`src/rtl/pixel_src_mux_n.sv`:
```
// Registered N-to-1 pixel source selector with frame-synchronous select update and auto-rotate.
// Optional blanking input is enabled by defining PIXMUX_BLANK_EN.
module pixel_src_mux_n #(
  parameter int               NUM_IN        = 5,
  parameter int               WIDTH         = 4,
  parameter int               ROTATE_FRAMES = 60,
  parameter logic [WIDTH-1:0] DEFAULT_VAL   = '0,
  localparam int              SEL_W         = ($clog2(NUM_IN) > 1) ? $clog2(NUM_IN) : 1
) (
  input  logic                    clk,
  input  logic                    rst_n,
  input  logic [NUM_IN*WIDTH-1:0] in_bus,
  input  logic [SEL_W-1:0]        sel_in,
  input  logic                    sel_wr,
  input  logic                    frame_start,
  input  logic                    auto_en,
`ifdef PIXMUX_BLANK_EN
  input  logic                    blank,
`endif
  output logic [WIDTH-1:0]        pix_out,
  output logic [SEL_W-1:0]        sel_active,
  output logic                    sel_pending,
  output logic                    sel_err
);

  localparam int               CNT_W    = ($clog2(ROTATE_FRAMES) > 1) ? $clog2(ROTATE_FRAMES) : 1;
  localparam logic [CNT_W-1:0] CNT_LAST = CNT_W'(ROTATE_FRAMES - 1);
  localparam logic [31:0]      NUM_IN_U = NUM_IN;

  logic [SEL_W-1:0] sel_active_q, sel_active_d;
  logic [SEL_W-1:0] shadow_q, shadow_d;
  logic             sel_pending_q, sel_pending_d;
  logic             sel_err_q, sel_err_d;
  logic [CNT_W-1:0] frame_cnt_q, frame_cnt_d;
  logic [WIDTH-1:0] pix_out_q, pix_out_d;
  logic [WIDTH-1:0] mux_val;

  // Select control: a write coinciding with frame_start takes effect directly,
  // a pending shadow write blocks rotation for that frame.
  always_comb begin
    sel_active_d  = sel_active_q;
    shadow_d      = shadow_q;
    sel_pending_d = sel_pending_q;
    frame_cnt_d   = frame_cnt_q;

    if (sel_wr) begin
      shadow_d      = sel_in;
      sel_pending_d = 1'b1;
    end

    if (frame_start) begin
      if (sel_wr) begin
        sel_active_d  = sel_in;
        sel_pending_d = 1'b0;
        frame_cnt_d   = '0;
      end else if (sel_pending_q) begin
        sel_active_d  = shadow_q;
        sel_pending_d = 1'b0;
        frame_cnt_d   = '0;
      end else if (auto_en) begin
        if (frame_cnt_q == CNT_LAST) begin
          frame_cnt_d = '0;
          if (32'(sel_active_q) >= NUM_IN_U - 32'd1) begin
            sel_active_d = '0;
          end else begin
            sel_active_d = sel_active_q + SEL_W'(1);
          end
        end else begin
          frame_cnt_d = frame_cnt_q + CNT_W'(1);
        end
      end
    end

    if (!auto_en) begin
      frame_cnt_d = '0;
    end

    sel_err_d = (32'(sel_active_d) >= NUM_IN_U);
  end

  // Mux uses the select currently in force, so a new select appears one edge later.
  always_comb begin
    mux_val = DEFAULT_VAL;
    for (int i = 0; i < NUM_IN; i++) begin
      if (32'(sel_active_q) == 32'(i)) begin
        mux_val = in_bus[i*WIDTH +: WIDTH];
      end
    end
`ifdef PIXMUX_BLANK_EN
    pix_out_d = blank ? '0 : mux_val;
`else
    pix_out_d = mux_val;
`endif
  end

  always_ff @(posedge clk or negedge rst_n) begin
    if (!rst_n) begin
      sel_active_q  <= '0;
      shadow_q      <= '0;
      sel_pending_q <= 1'b0;
      sel_err_q     <= 1'b0;
      frame_cnt_q   <= '0;
      pix_out_q     <= '0;
    end else begin
      sel_active_q  <= sel_active_d;
      shadow_q      <= shadow_d;
      sel_pending_q <= sel_pending_d;
      sel_err_q     <= sel_err_d;
      frame_cnt_q   <= frame_cnt_d;
      pix_out_q     <= pix_out_d;
    end
  end

  assign pix_out     = pix_out_q;
  assign sel_active  = sel_active_q;
  assign sel_pending = sel_pending_q;
  assign sel_err     = sel_err_q;

endmodule

```
`config.mk`:
```
export PLATFORM = sky130hd
export DESIGN_NAME = pixel_src_mux_n
export DESIGN_NICKNAME = d
export VERILOG_FILES = /design/src/rtl/pixel_src_mux_n.sv
export SDC_FILE = /design/constraint.sdc
export NUM_CORES = 1
export LEC_CHECK = 0
export ABC_AREA = 1
export BUFFER_PORTS_ARGS = -buffer_cell sky130_fd_sc_hd__buf_2
export CELL_PAD_IN_SITES_DETAIL_PLACEMENT = 2
export CELL_PAD_IN_SITES_GLOBAL_PLACEMENT = 2
export CORE_ASPECT_RATIO = 0.6
export CORE_MARGIN = 3
export CORE_UTILIZATION = 24
export DETAILED_ROUTE_END_ITERATION = 8
export PLACE_DENSITY_LB_ADDON = 0.12
export SYNTH_ARGS = -nofsm -noshare
export SYNTH_HDL_FRONTEND = slang
export SYNTH_SLANG_ARGS = --single-unit
```
`constraint.sdc`:
```
create_clock -name clk -period 1.29 [get_ports clk]
set_input_delay 0.258 -clock clk [delete_from_list [all_inputs] [get_ports clk]]
set_output_delay 0.258 -clock clk [all_outputs]
set_load 0.01 [all_outputs]
```
Word level (Yosys, flattened, before mapping)
Cells that the tools add are included.
- output and inout bits: 9
- bits in writable memories: 0
- memories kept: 0
- word-level logic and storage cells: 37
- ROM bits: 0
- register bits after elaboration: 18
- latch bits: 0
- input bits: 28
- $add $sub $neg: 2
- eq/ne operators: 6
- reductions and logical operators: 1
- div/mod/pow operators: 0
- shift operators: 0
- $lt $le $gt $ge: 2
- bitwise logic cells: 0
- multiplexer cells: 20
- $mul: 0
- operators with widths (operator ; number):
    $mux 6 ; 5
    $mux 4 ; 5
    $mux 3 ; 6
    $add 6x1->6 const B ; 1
    $eq 3x2->1 const B ; 2
    $eq 6x6->1 const B ; 1
    $ge 3x3->1 const B ; 2
    $mux 1 ; 4
    $add 3x1->3 const B ; 1
    $eq 3x1->1 const B ; 1
    $eq 3x3->1 const B ; 1
    $logic_not 3->1 ; 1
    $ne 2x2->1 const B ; 1

Logic depth before layout (Yosys ltp)
- depth in word-level cells: 8
- gate-level depth with buffers: 10
- mapped depth without buffers: 10

Worst setup path before layout
OpenSTA, ideal clock, no wires.
- path type: flip-flop to flip-flop
- start: register sel_active_q[0] (netlist: sel_active[0])
- end: register sel_err_q (netlist: sel_err)
- arrival time: 1.249 ns
- path buffers: 0
- setup time: 0.117 ns
- setup slack: -0.077 ns
- clock period less this slack: 1.367 ns
- cell stages (with the launch flop): 10
- data required time: 1.173 ns
- path through: dfrtp_1 > inv_1 > ha_1 > inv_1 > nor2_1 > nand4_1 > nand3_1 > nand2_1 > nand3_1 > nand2_1
- word-level cells in the longest chain between the ends: 8
- elaborated cells on any way between the ends: 9
- those cells by class: add/sub (1); order compare (2); mux (6)
- ends and longest elaborated chain (item ; line ; RTL):
    from (decl) ; 30 ; logic [SEL_W-1:0] sel_active_q, sel_active_d;
    from (signal assigned) ; 105 ; sel_active_q <= sel_active_d;
    $add 3x1->3 / $ge 3x3->1 (equally long branches) ; 66, 63 ;
    $mux 3 ; 63 ; if (32'(sel_active_q) >= NUM_IN_U - 32'd1) begin
    $mux 3 ; 61 ; if (frame_cnt_q == CNT_LAST) begin
    $mux 3 ; 60 ; end else if (auto_en) begin
    $mux 3 ; 56 ; end else if (sel_pending_q) begin
    $mux 3 ; 52 ; if (sel_wr) begin
    $mux 3 * ; 51 ; if (frame_start) begin
    $ge 3x3->1 * ; 78 ; sel_err_d = (32'(sel_active_d) >= NUM_IN_U);
    net sel_err_d ; 33 ; logic sel_err_q, sel_err_d;
    to (signal assigned) ; 108 ; sel_err_q <= sel_err_d;
    to (decl) ; 33 ;
Mark *: on every way through the listed nets, which the timed path passes. The rest lies on a longest branch.
A chain may end at the register's enable or synchronous reset.

Worst setup path in the final report
- start: register frame_cnt_q[1]
- end: register sel_err_q (netlist: sel_err)
- word-level cells in the longest chain between the ends: 7
- ends and longest elaborated chain (item ; line ; RTL):
    from (decl) ; 34 ; logic [CNT_W-1:0] frame_cnt_q, frame_cnt_d;
    from (signal assigned) ; 109 ; frame_cnt_q <= frame_cnt_d;
    $eq 6x6->1 ; 61 ;
    $mux 3 ; 61 ;
    $mux 3 ; 60 ;
    $mux 3 ; 56 ;
    $mux 3 ; 52 ;
    $mux 3 ; 51 ;
    net sel_active_d[2] ; 30 ;
    $ge 3x3->1 ; 78 ;
    net sel_err_d ; 33 ;
The timed path passes the listed nets, and every way through them passes these cells.

==> results.yml <==
timing:
  fmax_mhz: 686
  whs_ns: 0.220
  finalWorstSetupSlack_ns: -0.169
  post-route-period-util_pct: 113
  fin_skew_ns: 0.00379
  hold_violations: 0
  grt_setup_unrepaired: "true"
  drv_slew: 0
  relSlewSlack_pct: 70.6
  setup_viol: 14
  worst_pin_slew_ns: 0.441
  fin_crit_ns: 1.46
setup_path:
  end_kind: "flop"
  critical_path_class: "reg -> reg"
  cp_max_fo: 5
  r2r_cells: 10
  path_common_cell: "nand2_2"
  critPathMaxStageDelay_ns: 0.36
  start_kind: "flop"
  arrival_ns: 1.62
  required_ns: 1.45
  cpMaxStageDelayCell: "dfrtp_1"
  cp_cell_sequence: "ha_2 -> nand3_2 -> nor2_4 -> nand2_2 -> nand2_2 -> nand2_2 -> nand2_2 -> nand2_2 -> nand2_1 -> nand2_1"
global_routing:
  grt_pass1_vias: 1273
  grt_pass1_wl_um: 6430
  grt_start_max_net_pins: 19
  grt_util_all_layers_pct: 15.4
  overflow: 0
  antenna_found_initial: 0
place:
  numPortBuffers: 36
  place.gp.congestion: 0.737
  dpl_cell_area_um2: 1470
  placed_cells: 256
  hpwl_um: 3190
min_path:
  hold_class: "in -> reg"
  whs_path_depth: 3
yosys:
  post_synth_inst_count: 145
  ys_types: 22
  syn_nets: 178
  syn_avg_cell_area_um2: 7.61
  ys_ff_latch: 18
  netlist_area_um2: 1100
  ys_warn_count: 0
  yosysSeqAreaShare_pct: 40.8
clock_network:
  cts_buffer_depth: 2
  clock_latency_ns: 0.26
  htreeDepth: 1
  cts_sinks: 18
  tritoncts: "built"
  path_clk_slew_ns: 0.07
  cts-root-buf: "clkbuf_8"
  cts_buffers: 3
pwr:
  p_sw_share_pct: 34.4
  clock_power_share_pct: 25.8
  leakagePower_uw: 0.000855
  pwr-share-seq_pct: 37.9
  p_sw_uw: 643
  power_density_nw_per_um2: 1080
  power_uw: 1870
  internal-power_uw: 1220
  p_comb_share_pct: 36.3
  vdd_drop_max_uv: 449
finish:
  postLayoutCellArea_um2: 1730
  seq_area_um2: 454
  final_cell_mix: "buf_2, nand2_1, buf_4"
  final_layout_size_suffix_gt1_share_pct: 53.2
  finalNetCount: 239
  final_common_cell: "buf_2"
  num_antenna_cells: 0
  stdcell_count: 265
  fill_cells: 493
  multi_input_area_um2: 687
  syn2layout_area_growth_pct: 56.3
route:
  via_count: 1193
  routed_wl_um: 4060
  antenna_left: 0
  first_pass_iters: 4
  viasPerCell: 4.50
  wl_per_cell_um: 15.3
  drtIter0Drc: 39
  drc: 0
floorplanning:
  ioPinCount: 37
  dieHeight_um: 58.5
  rows: 18
  core-area_um2: 4260
  die_area_um2: 5470
  die_x_um: 93.5
  initial_core_util_pct: 25.9
run_status:
  status: "finished with violations"
  failed_checks: "setup timing"
flow_run:
  cap_violations: 0
[sequential cells by signal, summed over array words and instances, names as in the netlist]
name,count
frame_cnt_q,6
pix_out,4
sel_active,3
sel_err,1
sel_pending,1
shadow_q,3
[kinds of logic (layout without fill, tap and decap cells)]
group	after synthesis	in the layout	share of synthesized area, %
compound gates	11	11	6.46
xor+xnor	1	1	0.794
fa+ha+maj	5	5	5.67
buf+inv	24	84	9.18
simple gates	86	86	37.1
flops	18	18	40.8
[timing repair]
action                     in CTS  in global routing
buffers inserted                2                  2
hold endpoints to repair       18                  0
setup endpoints to repair      13                 16
gates resized for setup        22                 17
hold buffers                    1                  0
pin swaps                       7                 10
[power by group through the flow]
| stage | combinational [µW] | sequential (µW) | clock (µW) |
|---|---|---|---|
| after global placement | 526 | 707 | 0 |
| final | 677 | 707 | 482 |
| after floorplan | 259 | 726 | 0 |
| after global routing | 754 | 717 | 541 |
| after detailed placement | 540 | 714 | 0 |
| after CTS | 622 | 709 | 509 |
[synthesized netlist by cell type]
master	instances	share of area [%]
ha_1	5	5.7
o211ai_1	4	2.7
o21ai_1	1	0.45
nand3_1	16	7.3
nor2_2	3	1.7
nor3b_2	1	1.1
xor2_1	1	0.79
inv_1	17	5.8
a21oi_1	3	1.4
nor4_2	1	1.1
dfrtp_1	18	41
nand4_1	3	1.7
nand3_2	1	0.91
nand2_1	42	14
nor2_1	12	4.1
buf_6	1	1.0
inv_2	5	1.7
o22ai_1	2	1.1
buf_4	1	0.68
nand2_2	5	2.8
a21oi_2	1	0.79
nor2_4	2	2.0
[layout make-up]
cell class | instances | share of cell area [%]
sequential | 18 | 26.3
inverter | 22 | 4.93
clock buffer | 4 | 3.19
multi-input combinational | 103 | 39.8
tap | 60 | 4.35
timing repair buffer | 58 | 21.4
[through the flow]
step                setup TNS, ns  utilization (%)  worst slack (ns)
finish                     -0.941             40.5            -0.169
global route                -2.27             40.5            -0.264
CTS                        -0.728             38.5            -0.139
detailed placement          -1.08             34.5            -0.194
global placement           -0.673             34.5            -0.136
floorplan                       0                -           0.00589
[worst max-delay path, delay by kind of cell (launching register included)]
kind / cells / cell delay, ns
DFF: 1 / 0.36
adders and majority gates: 1 / 0.20
and+or+nand+nor: 9 / 0.78
[layer usage]
metal	track usage, %	up-vias	wire length (µm)
li1	-	581	-
met1	22.6	587	2050
met2	22.5	23	1820
met3	4.73	2	182
met4	3.09	0	8
met5	0	-	0
[worst paths after layout]
check / slack, ns / startpoint / end
setup / recovery: -0.17 / frame_cnt_q[1]$_DFFE_PN0P_ / sel_err$_DFF_PN0_
hold / removal: 0.22 / in_bus[15] / pix_out[3]$_DFF_PN0_
setup reg to reg: -0.17 / frame_cnt_q[1]$_DFFE_PN0P_ / sel_err$_DFF_PN0_
hold reg to reg: 0.48 / shadow_q[2]$_DFFE_PN0P_ / shadow_q[2]$_DFFE_PN0P_
max in group asynchronous: 0.49 / rst_n / sel_active[0]$_DFF_PN0_
min in group asynchronous: 0.47 / rst_n / shadow_q[2]$_DFFE_PN0P_
Note: power is estimated with default switching activity, not from simulation.
